### src/rtl/g_wb_arbiter.sv
// Writeback arbiter: three result sources, each with a 2-entry FIFO, share the
// register file's single writeback port through a round-robin scheduler.
module g_wb_arbiter #(
    parameter int W_RD  = 4,
    parameter int W_OPR = 32
) (
    input  logic                 clk,
    input  logic                 reset,
    input  logic [2:0]           src_valid_i,
    input  logic [3*W_RD-1:0]    src_rd_i,
    input  logic [3*W_OPR-1:0]   src_data_i,
    output logic [2:0]           src_ready_o,
    output logic                 wb_o,
    output logic [W_RD-1:0]      wb_r_o,
    output logic [W_OPR-1:0]     result_o,
    output logic                 busy_o
);

    localparam int NSRC = 3;

    // Handshake: a source entry transfers on any rising edge where
    // src_valid_i[k] and src_ready_o[k] are both high; ready depends on
    // registered occupancy only, never on valid.

    logic [1:0]       cnt_q      [NSRC];
    logic [1:0]       cnt_d      [NSRC];
    logic             head_q     [NSRC];
    logic             head_d     [NSRC];
    logic             tail_q     [NSRC];
    logic             tail_d     [NSRC];
    logic [W_RD-1:0]  rd_mem_q   [NSRC][2];
    logic [W_RD-1:0]  rd_mem_d   [NSRC][2];
    logic [W_OPR-1:0] data_mem_q [NSRC][2];
    logic [W_OPR-1:0] data_mem_d [NSRC][2];

    logic [1:0]       rr_ptr_q, rr_ptr_d;
    logic             wb_q, wb_d;
    logic [W_RD-1:0]  wb_r_q, wb_r_d;
    logic [W_OPR-1:0] result_q, result_d;

    logic [2:0]       push, pop;
    logic             win_vld;
    logic [1:0]       win_idx;
    logic [2:0]       cand;

    always_comb begin
        for (int k = 0; k < NSRC; k++) begin
            src_ready_o[k] = (cnt_q[k] != 2'd2);
        end
    end

    // Search rr_ptr, rr_ptr+1, rr_ptr+2 (mod 3) for the first non-empty FIFO.
    always_comb begin
        win_vld = 1'b0;
        win_idx = rr_ptr_q;
        cand    = 3'd0;
        for (int i = 0; i < NSRC; i++) begin
            cand = {1'b0, rr_ptr_q} + 3'(i);
            if (cand >= 3'd3) begin
                cand = cand - 3'd3;
            end
            if (!win_vld && (cnt_q[cand[1:0]] != 2'd0)) begin
                win_vld = 1'b1;
                win_idx = cand[1:0];
            end
        end
    end

    always_comb begin
        rr_ptr_d = rr_ptr_q;
        wb_d     = win_vld;
        wb_r_d   = wb_r_q;
        result_d = result_q;
        push     = '0;
        pop      = '0;
        for (int k = 0; k < NSRC; k++) begin
            cnt_d[k]  = cnt_q[k];
            head_d[k] = head_q[k];
            tail_d[k] = tail_q[k];
            for (int e = 0; e < 2; e++) begin
                rd_mem_d[k][e]   = rd_mem_q[k][e];
                data_mem_d[k][e] = data_mem_q[k][e];
            end
        end
        for (int k = 0; k < NSRC; k++) begin
            push[k] = src_valid_i[k] & src_ready_o[k];
            pop[k]  = win_vld & (win_idx == 2'(k));
            if (push[k]) begin
                rd_mem_d[k][tail_q[k]]   = src_rd_i[k*W_RD +: W_RD];
                data_mem_d[k][tail_q[k]] = src_data_i[k*W_OPR +: W_OPR];
                tail_d[k]                = ~tail_q[k];
            end
            if (pop[k]) begin
                head_d[k] = ~head_q[k];
            end
            cnt_d[k] = cnt_q[k] + 2'(push[k]) - 2'(pop[k]);
        end
        // Index and data hold their last values while idle.
        if (win_vld) begin
            wb_r_d   = rd_mem_q[win_idx][head_q[win_idx]];
            result_d = data_mem_q[win_idx][head_q[win_idx]];
            rr_ptr_d = (win_idx == 2'd2) ? 2'd0 : win_idx + 2'd1;
        end
    end

    always_ff @(posedge clk or negedge reset) begin
        if (!reset) begin
            rr_ptr_q <= '0;
            wb_q     <= 1'b0;
            wb_r_q   <= '0;
            result_q <= '0;
            for (int k = 0; k < NSRC; k++) begin
                cnt_q[k]  <= '0;
                head_q[k] <= 1'b0;
                tail_q[k] <= 1'b0;
                for (int e = 0; e < 2; e++) begin
                    rd_mem_q[k][e]   <= '0;
                    data_mem_q[k][e] <= '0;
                end
            end
        end else begin
            rr_ptr_q <= rr_ptr_d;
            wb_q     <= wb_d;
            wb_r_q   <= wb_r_d;
            result_q <= result_d;
            for (int k = 0; k < NSRC; k++) begin
                cnt_q[k]  <= cnt_d[k];
                head_q[k] <= head_d[k];
                tail_q[k] <= tail_d[k];
                for (int e = 0; e < 2; e++) begin
                    rd_mem_q[k][e]   <= rd_mem_d[k][e];
                    data_mem_q[k][e] <= data_mem_d[k][e];
                end
            end
        end
    end

    assign wb_o     = wb_q;
    assign wb_r_o   = wb_r_q;
    assign result_o = result_q;
    assign busy_o   = (cnt_q[0] != 2'd0) | (cnt_q[1] != 2'd0) | (cnt_q[2] != 2'd0) | wb_q;

endmodule

### config.mk
export PLATFORM = sky130hd
export DESIGN_NAME = g_wb_arbiter
export DESIGN_NICKNAME = d
export VERILOG_FILES = /design/src/rtl/g_wb_arbiter.sv
export SDC_FILE = /design/constraint.sdc
export NUM_CORES = 1
export LEC_CHECK = 0
export BUFFER_PORTS_ARGS = -buffer_cell sky130_fd_sc_hd__clkbuf_2
export CORE_ASPECT_RATIO = 1.5
export CORE_UTILIZATION = 53
export CTS_BUF_LIST = sky130_fd_sc_hd__clkbuf_8 sky130_fd_sc_hd__clkbuf_16
export DETAILED_ROUTE_END_ITERATION = 16
export MAX_ROUTING_LAYER = met4
export PLACE_DENSITY = 0.77
export SYNTH_ARGS = -nofsm -noshare
export SYNTH_HDL_FRONTEND = slang
export SYNTH_SLANG_ARGS = --single-unit
### constraint.sdc
create_clock -name clk -period 3.25 [get_ports clk]
set_clock_uncertainty 0.2 [all_clocks]
set_input_delay 0.4875 -clock clk [delete_from_list [all_inputs] [get_ports clk]]
set_output_delay 0.4875 -clock clk [all_outputs]
set_load 0.005 [all_outputs]
==> results of run 1 <==
[repair_timing]
action | 4_1_cts | 5_1_grt
setup endpoints to repair | 0 | 39
hold endpoints to repair | 81 | 1
gates resized for setup | 0 | 11
hold buffers | 2 | 1
setup buffers | 0 | 3
[sequential cells by signal (all words and copies together) (netlist names)]
| name | cells |
|---|---|
| data_mem_q | 192 |
| cnt_q | 6 |
| rr_ptr_q | 2 |
| tail_q | 3 |
| wb_r_o | 4 |
| result_o | 32 |
| wb_o | 1 |
| rd_mem_q | 24 |
| head_q | 3 |
[logic make-up after synthesis]
group                      after synthesis  synth area share (%)
DFF                                    267                 53.09
adders and majority gates               10                0.9941
and+or+nand+nor                        261                 9.623
AOI/OAI and AO/OA                      170                 9.971
xor gates and xnor gates                12                0.8351
buffers and inverters                   88                 3.141
muxes                                  254                 22.35
[final timing paths]
check / endpoint / from
setup / recovery: wb_r_o[0] / rr_ptr_q[1]
hold / removal: data_mem_q[132] / src_data_i[4]
setup reg to reg: wb_r_o[0] / rr_ptr_q[1]
hold reg to reg: head_q[1] / head_q[1]
max in group asynchronous: data_mem_q[169] / reset
min in group asynchronous: data_mem_q[61] / reset
[layout make-up]
cell class	count	share of cell area, %
Tap cell	315	2.653
Timing Repair Buffer	200	8.187
Antenna cell	1	0.01684
Clock buffer	33	5.104
Clock inverter	12	0.7159
Multi-Input combinational cell	707	38.12
Inverter	9	0.2274
Sequential cell	267	44.98
[layer usage]
metal | up-vias | routed length [µm]
li1 | 4110 | -
met1 | 4693 | 13300
met2 | 293 | 17290
met3 | 71 | 1727
met4 | 0 | 886
met5 | - | 0
[critical path, stage by stage, from the launching register on]
cell,delay (ps)
dfrtp_1,440
inv_1,160
ha_4,200
mux2i_2,280
a21o_1,220
a21oi_4,100
or3_2,490
nand3_2,110
a31oi_4,90
or2_2,320
buf_12,210
o211ai_2,190
[through the flow]
| step | setup TNS (ps) | instance area (µm²) | utilization, % |
|---|---|---|---|
| after floorplan | 0 | 12600 | - |
| after global placement | 0 | 13870 | 59.92 |
| after detailed placement | 0 | 13870 | 59.92 |
| after CTS | 0 | 14750 | 63.74 |
| after global routing | -406.7 | 14860 | 64.19 |
| final | 0 | 14860 | 64.19 |
[placed cells by master, fill, tap and decap left out, types with 4 or more instances in the layout]
cell and instances:
nand2_1 118, a21o_1 38, nand4_1 37, clkbuf_2 152
mux2i_1 36, nand3_2 4, xnor2_1 9, inv_1 11
o211ai_1 6, mux2_2 216, dfrtp_1 267, clkbuf_16 28
nor2_1 5, a21oi_1 41, o211ai_2 30, buf_4 38
ha_1 8, clkbuf_8 6, nand3_1 75, nor2_4 5
clkinv_2 7, buf_12 5, o21ai_0 40
==> results_dict.tcl, run 1 <==
set metrics [dict create \
    outcome "finished, final reports clean" \
    root_buffer "clkbuf_16" \
    path_clk_slew_ps 60 \
    grt_max_degree 86 \
    synth_area_mm2 0.01259 \
    num_vias 9167 \
    vias_per_cell 5.937 \
    synth_cell_types 42 \
    startpoint_type "flop" \
    hold_viol 0 \
    syn_to_final_growth_pct 18.03 \
    hold_path_depth 2 \
    start_util_pct 54.38 \
    fmax_mhz 320.9 \
    met1_usage_pct 34.34 \
    drive_gt1_share_pct 41.94 \
    htree_num_levels 1 \
    wl_per_cell_um 21.50 \
    drc 0 \
    grt_overflow 0 \
    top_usage_layer "met2" \
    cts_made_buffers 26 \
    yosysWarningCount 0 \
    ys_seq_elements 267 \
    grt.met3_usage_pct 3.283 \
    postSynthCellCount 1062 \
    clock-sinks 267 \
    synth_top_area_share_pct 53.09 \
    first_global_vias 9619 \
    drtIter0Drc 498 \
    route.antenna.remaining_nets 0 \
    clkLatencyLatePin_ps 520 \
    ios 154 \
    async_reset_ff_share_pct 100.0 \
    synth.most_common_cell "dfrtp_1" \
    ff2ff_path_depth 11 \
    fill_cells 1853 \
    synth_top_flop_cell "dfrtp_1" \
    fin_ws_ps 134.1 \
    tightest_slew_ps 673.1 \
    slew-limit-headroom_pct 55.13 \
    grt_use_met2_pct 49.71 \
    synth_area_per_cell_um2 11.85 \
    path_max_fanout 27 \
    setup_viol 0 \
    reg2reg_slack_ps 130 \
    detail_route.first_pass.iterations 7 \
    cts_buffer_depth 3 \
    core_area_mm2 0.02314 \
    timing.hold.ws_ps 7.375 \
    gp_congestion 0.8495 \
    dp_slack_ps 67.00 \
    min_path_type "in -> reg" \
    die_w_um 127.8 \
    cp.required_ps 3490 \
    dieArea_mm2 0.02438 \
    arrival_ps 3360 \
    io_buffer_count 153 \
    placed_cells 1491 \
    nNetsFinal 1334 \
    grt_util_all_layers_pct 28.57 \
    synthesis.nets 1185 \
    die-height_um 190.7 \
    grt_antenna_before_repair 1 \
    ys_seq_area_share_pct 53.09 \
    synth_top_cell_by_area "dfrtp_1" \
    cts_tree "done" \
    routed_wl_mm 33.20 \
    seqCellArea_mm2 0.006681 \
    multi_input_area_mm2 0.005663 \
    rows 68 \
    synth_edf_count 0 \
    drv_slew 0 \
    grt_first_pass_wirelength_mm 52.38 \
    period_minus_slack_ps 3116 \
    synthTopCellsByArea "dfrtp_1 (53%), mux2_2 (19%), nand2_1 (3.5%), nand3_1 (3.1%), mux2i_1 (3.0%)" \
    hpwl_mm 21.10 \
    synth_commonest_cells "dfrtp_1 (267), mux2_2 (216), nand2_1 (119)" \
    layout_worst_path_cycle_share_pct 95.87 \
    instances_no_fill 1544 \
    cap_violations 0 \
    cp-end-kind "flop" \
    criticalPathCategory "reg -> reg" \
]
Power of run 1 is left out: the tool's default activity adds up to more than one toggle a clock period on the data nets, which glitch-free logic cannot reach.
==> run 2, diff against run 1 <==
SETUP_SLACK_MARGIN = 0.3   (was not set)
==> results_dict.tcl, run 2 (same netlist as run 1, synthesis figures left out) <==
set metrics [dict create \
    cap_violations 0 \
    fmax_mhz 319.8 \
    nNetsFinal 1385 \
    drive_gt1_share_pct 43.99 \
    htree_num_levels 1 \
    route.antenna.remaining_nets 0 \
    hpwl_mm 21.79 \
    hold_path_depth 2 \
    first_global_vias 10040 \
    path_clk_slew_ps 70 \
    outcome "finished, final reports clean" \
    rsz0062_at_grt "yes" \
    tightest_slew_ps 627.0 \
    top_register "data_mem_q" \
    cp-startpoint "rr_ptr_q[0]" \
    io_buffer_count 153 \
    startpoint_type "flop" \
    drv_slew 0 \
    cts_buffer_depth 3 \
    die_w_um 127.8 \
    grt_antenna_before_repair 1 \
    fill_cells 1742 \
    tns_ps 0 \
    gp_congestion 0.8837 \
    vias_per_cell 5.895 \
    reg2reg_from "rr_ptr_q[0]" \
    path_max_fanout 36 \
    multi_input_area_mm2 0.005818 \
    clock-sinks 267 \
    clkLatencyLatePin_ps 530 \
    root_buffer "clkbuf_16" \
    grt_util_all_layers_pct 29.89 \
    drc 0 \
    grt_max_degree 112 \
    period_minus_slack_ps 3127 \
    routed_wl_mm 34.19 \
    core_area_mm2 0.02314 \
    slew-limit-headroom_pct 58.20 \
    cts_made_buffers 26 \
    rr_endpoint "result_o[1]" \
    ios 154 \
    reg2reg_slack_ps 120 \
    drtIter0Drc 666 \
    ff2ff_path_depth 12 \
    cp-end-kind "flop" \
    die-height_um 190.7 \
    final_cell_mix "dfrtp_1 (265), mux2_2 (216), clkbuf_2 (152), nand2_1 (118), nand3_1 (75)" \
    arrival_ps 3370 \
    min_path_type "in -> reg" \
    cp-endpoint "result_o[1]" \
    syn_to_final_growth_pct 23.85 \
    wl_per_cell_um 21.39 \
    num_vias 9420 \
    slowest_delay_ps 420 \
    seqCellArea_mm2 0.006684 \
    start_util_pct 54.38 \
    detail_route.first_pass.iterations 5 \
    final_common_cell "dfrtp_1" \
    hold_viol 0 \
    cts_tree "done" \
    largest_reg_flops 192 \
    dieArea_mm2 0.02438 \
    crit_chain "inv_4, ha_4, o21bai_1, a32o_2, buf_6, o32ai_4, buf_4, o21ai_1, a31oi_4, clkbuf_8, nand4_1, o211ai_1" \
    grt_first_pass_wirelength_mm 54.88 \
    grt_overflow 0 \
    setup_viol 0 \
    rows 68 \
    cp.required_ps 3500 \
    crit_slowest_cell "dfrtp_2" \
    criticalPathCategory "reg -> reg" \
    layout_worst_path_cycle_share_pct 96.21 \
]
-- run 2: cell types whose count changed in the layout (fill, tap and decap cells not counted), sizes merged --
cell | previous run | this run
buf | 44 | 63
bufinv | 2 | 3
clkbuf | 186 | 189
clkinv | 7 | 2
clkinvlp | 0 | 4
dlygate4sd3 | 3 | 35
-- run 2: metal layers --
| layer | vias up | part of all wire, % | track usage [%] |
|---|---|---|---|
| met2 | 298 | 52 | 51.51 |
| met5 | - | 0 | - |
| met1 | 4828 | 41 | 35.70 |
| met4 | 0 | 3.2 | 10.77 |
| met3 | 80 | 4.4 | 4.068 |
| li1 | 4214 | - | - |
-- run 2: how the worst min path moves through the flow --
stage,start,endpoint,slack [ps]
floorplan,reset,cnt_q[0],-8
global placement,reset,data_mem_q[189],160
detailed placement,reset,data_mem_q[189],170
CTS,src_data_i[64],data_mem_q[0],0.4
global route,src_data_i[82],data_mem_q[18],2
finish,src_data_i[63],data_mem_q[95],2
-- run 2: cell type report --
cell class / count / area share, %
antenna: 1 / 0.01605
clock buffer: 36 / 5.129
clock inverter: 12 / 0.9392
inverter: 9 / 0.2328
multi-input combinational: 707 / 37.33
sequential: 267 / 42.88
tap: 315 / 2.529
timing repair buffer: 251 / 10.95
-- run 2: critical path: cells and delay by family (launching register included) --
kind | cells | cell delay, ps
AO/OA/AOI/OAI | 6 | 1210
buffers and inverters | 4 | 750
flip-flops | 1 | 420
adder cells (fa/ha/maj) | 1 | 300
AND/OR/NAND/NOR | 1 | 150
-- run 2: through the flow --
step                worst slack (ps)  util, %  hold slack, ps  std cells  cell area, µm²
floorplan                      200.9        -          -8.091       1062           12720
global placement               172.5    60.23           164.8       1491           13940
detailed placement             63.75    60.23           169.4       1491           13940
CTS                            266.3    66.96          0.4189       1592           15490
global route                   34.40    67.36           1.673       1598           15590
finish                         123.1    67.36           2.446       1598           15590
-- run 2: repair_timing --
action	4_1_cts	5_1_grt
gates resized for setup	29	10
hold buffers	34	1
buffers inserted	19	4
endpoints found under the hold margin	86	1
pin swaps	12	6
setup endpoints to repair	41	41
Power of run 2 is left out for the same reason.
==> run 3, diff against run 2 <==
CORE_UTILIZATION = 55   (was 53)
CTS_BUF_LIST = sky130_fd_sc_hd__clkbuf_2   (was sky130_fd_sc_hd__clkbuf_8 sky130_fd_sc_hd__clkbuf_16)
PLACE_DENSITY = 0.79   (was 0.77)
RECOVER_POWER = 100   (was not set)
==> results_dict.tcl, run 3 (same netlist as run 1, synthesis figures left out) <==
set metrics [dict create \
    outcome "finished with violations" \
    violations "design-rule violations, max-capacitance violations, max-slew violations" \
    vias_per_cell 5.927 \
    rows 67 \
    slew-limit-headroom_pct -17.40 \
    period_minus_slack_ps 3104 \
    startpoint_type "flop" \
    final_util_pct 70.58 \
    grt_util_all_layers_pct 32.42 \
    die-height_um 187.3 \
    syn_to_final_growth_pct 25.52 \
    clock-sinks 267 \
    start_util_pct 56.23 \
    timing.hold.ws_ps 168.7 \
    slowest_delay_ps 440 \
    layout_worst_path_cycle_share_pct 95.52 \
    arrival_ps 3670 \
    grt_first_pass_wirelength_mm 57.29 \
    fill_cells 1586 \
    fmax_mhz 322.1 \
    cp.required_ps 3820 \
    seqCellArea_mm2 0.006684 \
    num_vias 10040 \
    final_cell_mix "dfrtp_1 (265), clkbuf_2 (229), mux2_2 (214), nand2_1 (118), dlygate4sd3_1 (113)" \
    min_path_type "in -> reg" \
    grt_overflow 0 \
    hpwl_mm 21.53 \
    grt_max_degree 69 \
    grt_antenna_before_repair 1 \
    cp-end-kind "flop" \
    final_common_cell "dfrtp_1" \
    crit_chain "buf_6, ha_4, mux2i_4, a21oi_1, nor3_2, buf_4, a31o_4, a211oi_4, a31oi_4, or2_4, buf_12, o211ai_1" \
    top_register "data_mem_q" \
    detail_route.first_pass.iterations 13 \
    drive_gt1_share_pct 39.69 \
    largest_reg_flops 192 \
    gp_congestion 0.8785 \
    io_buffer_count 153 \
    tightest_slew_ps 1761 \
    die_w_um 125.5 \
    cts_buffer_depth 3 \
    tns_ps 0 \
    dieArea_mm2 0.02351 \
    clkLatencyLatePin_ps 890 \
    htree_num_levels 2 \
    path_max_fanout 15 \
    crit_slowest_cell "dfrtp_2" \
    path_clk_slew_ps 130 \
    hold_viol 0 \
    multi_input_area_mm2 0.005771 \
    setup_viol 0 \
    core_area_mm2 0.02238 \
    routed_wl_mm 36.06 \
    rsz0062_at_grt "yes" \
    criticalPathCategory "reg -> reg" \
    nNetsFinal 1492 \
    cts_made_buffers 61 \
    cap_violations 4 \
    cts_tree "done" \
    first_global_vias 10870 \
    drc 9 \
    root_buffer "clkbuf_2" \
    ios 154 \
    drv_slew 145 \
    wl_per_cell_um 21.30 \
    drtIter0Drc 662 \
    route.antenna.remaining_nets 0 \
]
run 3: cell count changes in the layout (fill, tap and decap cells not counted), moves of 4 or more:
| cell | delta |
|---|---|
| dlygate4sd3_1 | +78 |
| clkbuf_2 | +77 |
| clkbuf_1 | +27 |
| clkbuf_16 | -26 |
| buf_4 | -24 |
| clkinv_1 | +18 |
| o211ai_1 | +11 |
| o211ai_2 | -11 |
| clkbuf_8 | -10 |
| clkinvlp_4 | -4 |
| mux2i_1 | -4 |
run 3: final cells by class:
type,count,area share (%)
flip-flops and latches,267,42.31
multi-input cells,707,36.53
repair buffers,323,15.23
clock buffers,89,2.820
well taps,276,2.186
clock inverters,21,0.6811
inverters,9,0.2297
diodes,1,0.01584
run 3: stage by stage:
step | area [µm²] | setup WS (ps) | instances
final | 15800 | 145.7 | 1693
after global routing | 15800 | 62.99 | 1693
after CTS | 15860 | 253.0 | 1688
after detailed placement | 13940 | 104.2 | 1452
after global placement | 13940 | 229.4 | 1452
after floorplan | 12720 | 200.9 | 1062
run 3: path summary, 6_finish.rpt:
check	cells past startpoint	slack, ps	endpoint	start
worst max-delay path	12	150	result_o[16]	rr_ptr_q[0]
max in group asynchronous	4	430	data_mem_q[112]	reset
worst min-delay path	3	170	data_mem_q[13]	src_data_i[77]
worst max register to register	12	150	result_o[16]	rr_ptr_q[0]
min in group asynchronous	4	1270	data_mem_q[31]	reset
worst min register to register	1	300	head_q[2]	head_q[2]
run 3: worst max-delay path: cells and delay by family (launching register included):
family,cells,cell delay [ps]
AO/OA/AOI/OAI,5,1080
buffers and inverters,3,480
flip-flops,1,440
AND/OR/NAND/NOR,2,370
multiplexers,1,200
adder cells (fa/ha/maj),1,190
run 3: routing by layer:
layer | up-vias | share of wire (%) | GRT usage (%)
li1 | 4460 | - | -
met1 | 5006 | 37 | 36.50
met2 | 438 | 52 | 54.44
met3 | 131 | 6.0 | 5.320
met4 | 0 | 5.0 | 18.57
met5 | - | 0 | -
run 3: timing repair:
item                       CTS  global route
setup endpoints to repair   40            40
gates cloned                 1             1
hold endpoints to repair   486             0
setup buffers               11             3
pin swaps                   18            11
hold buffers               114             0
gates resized for setup     23            25
Power of run 3 is left out for the same reason.
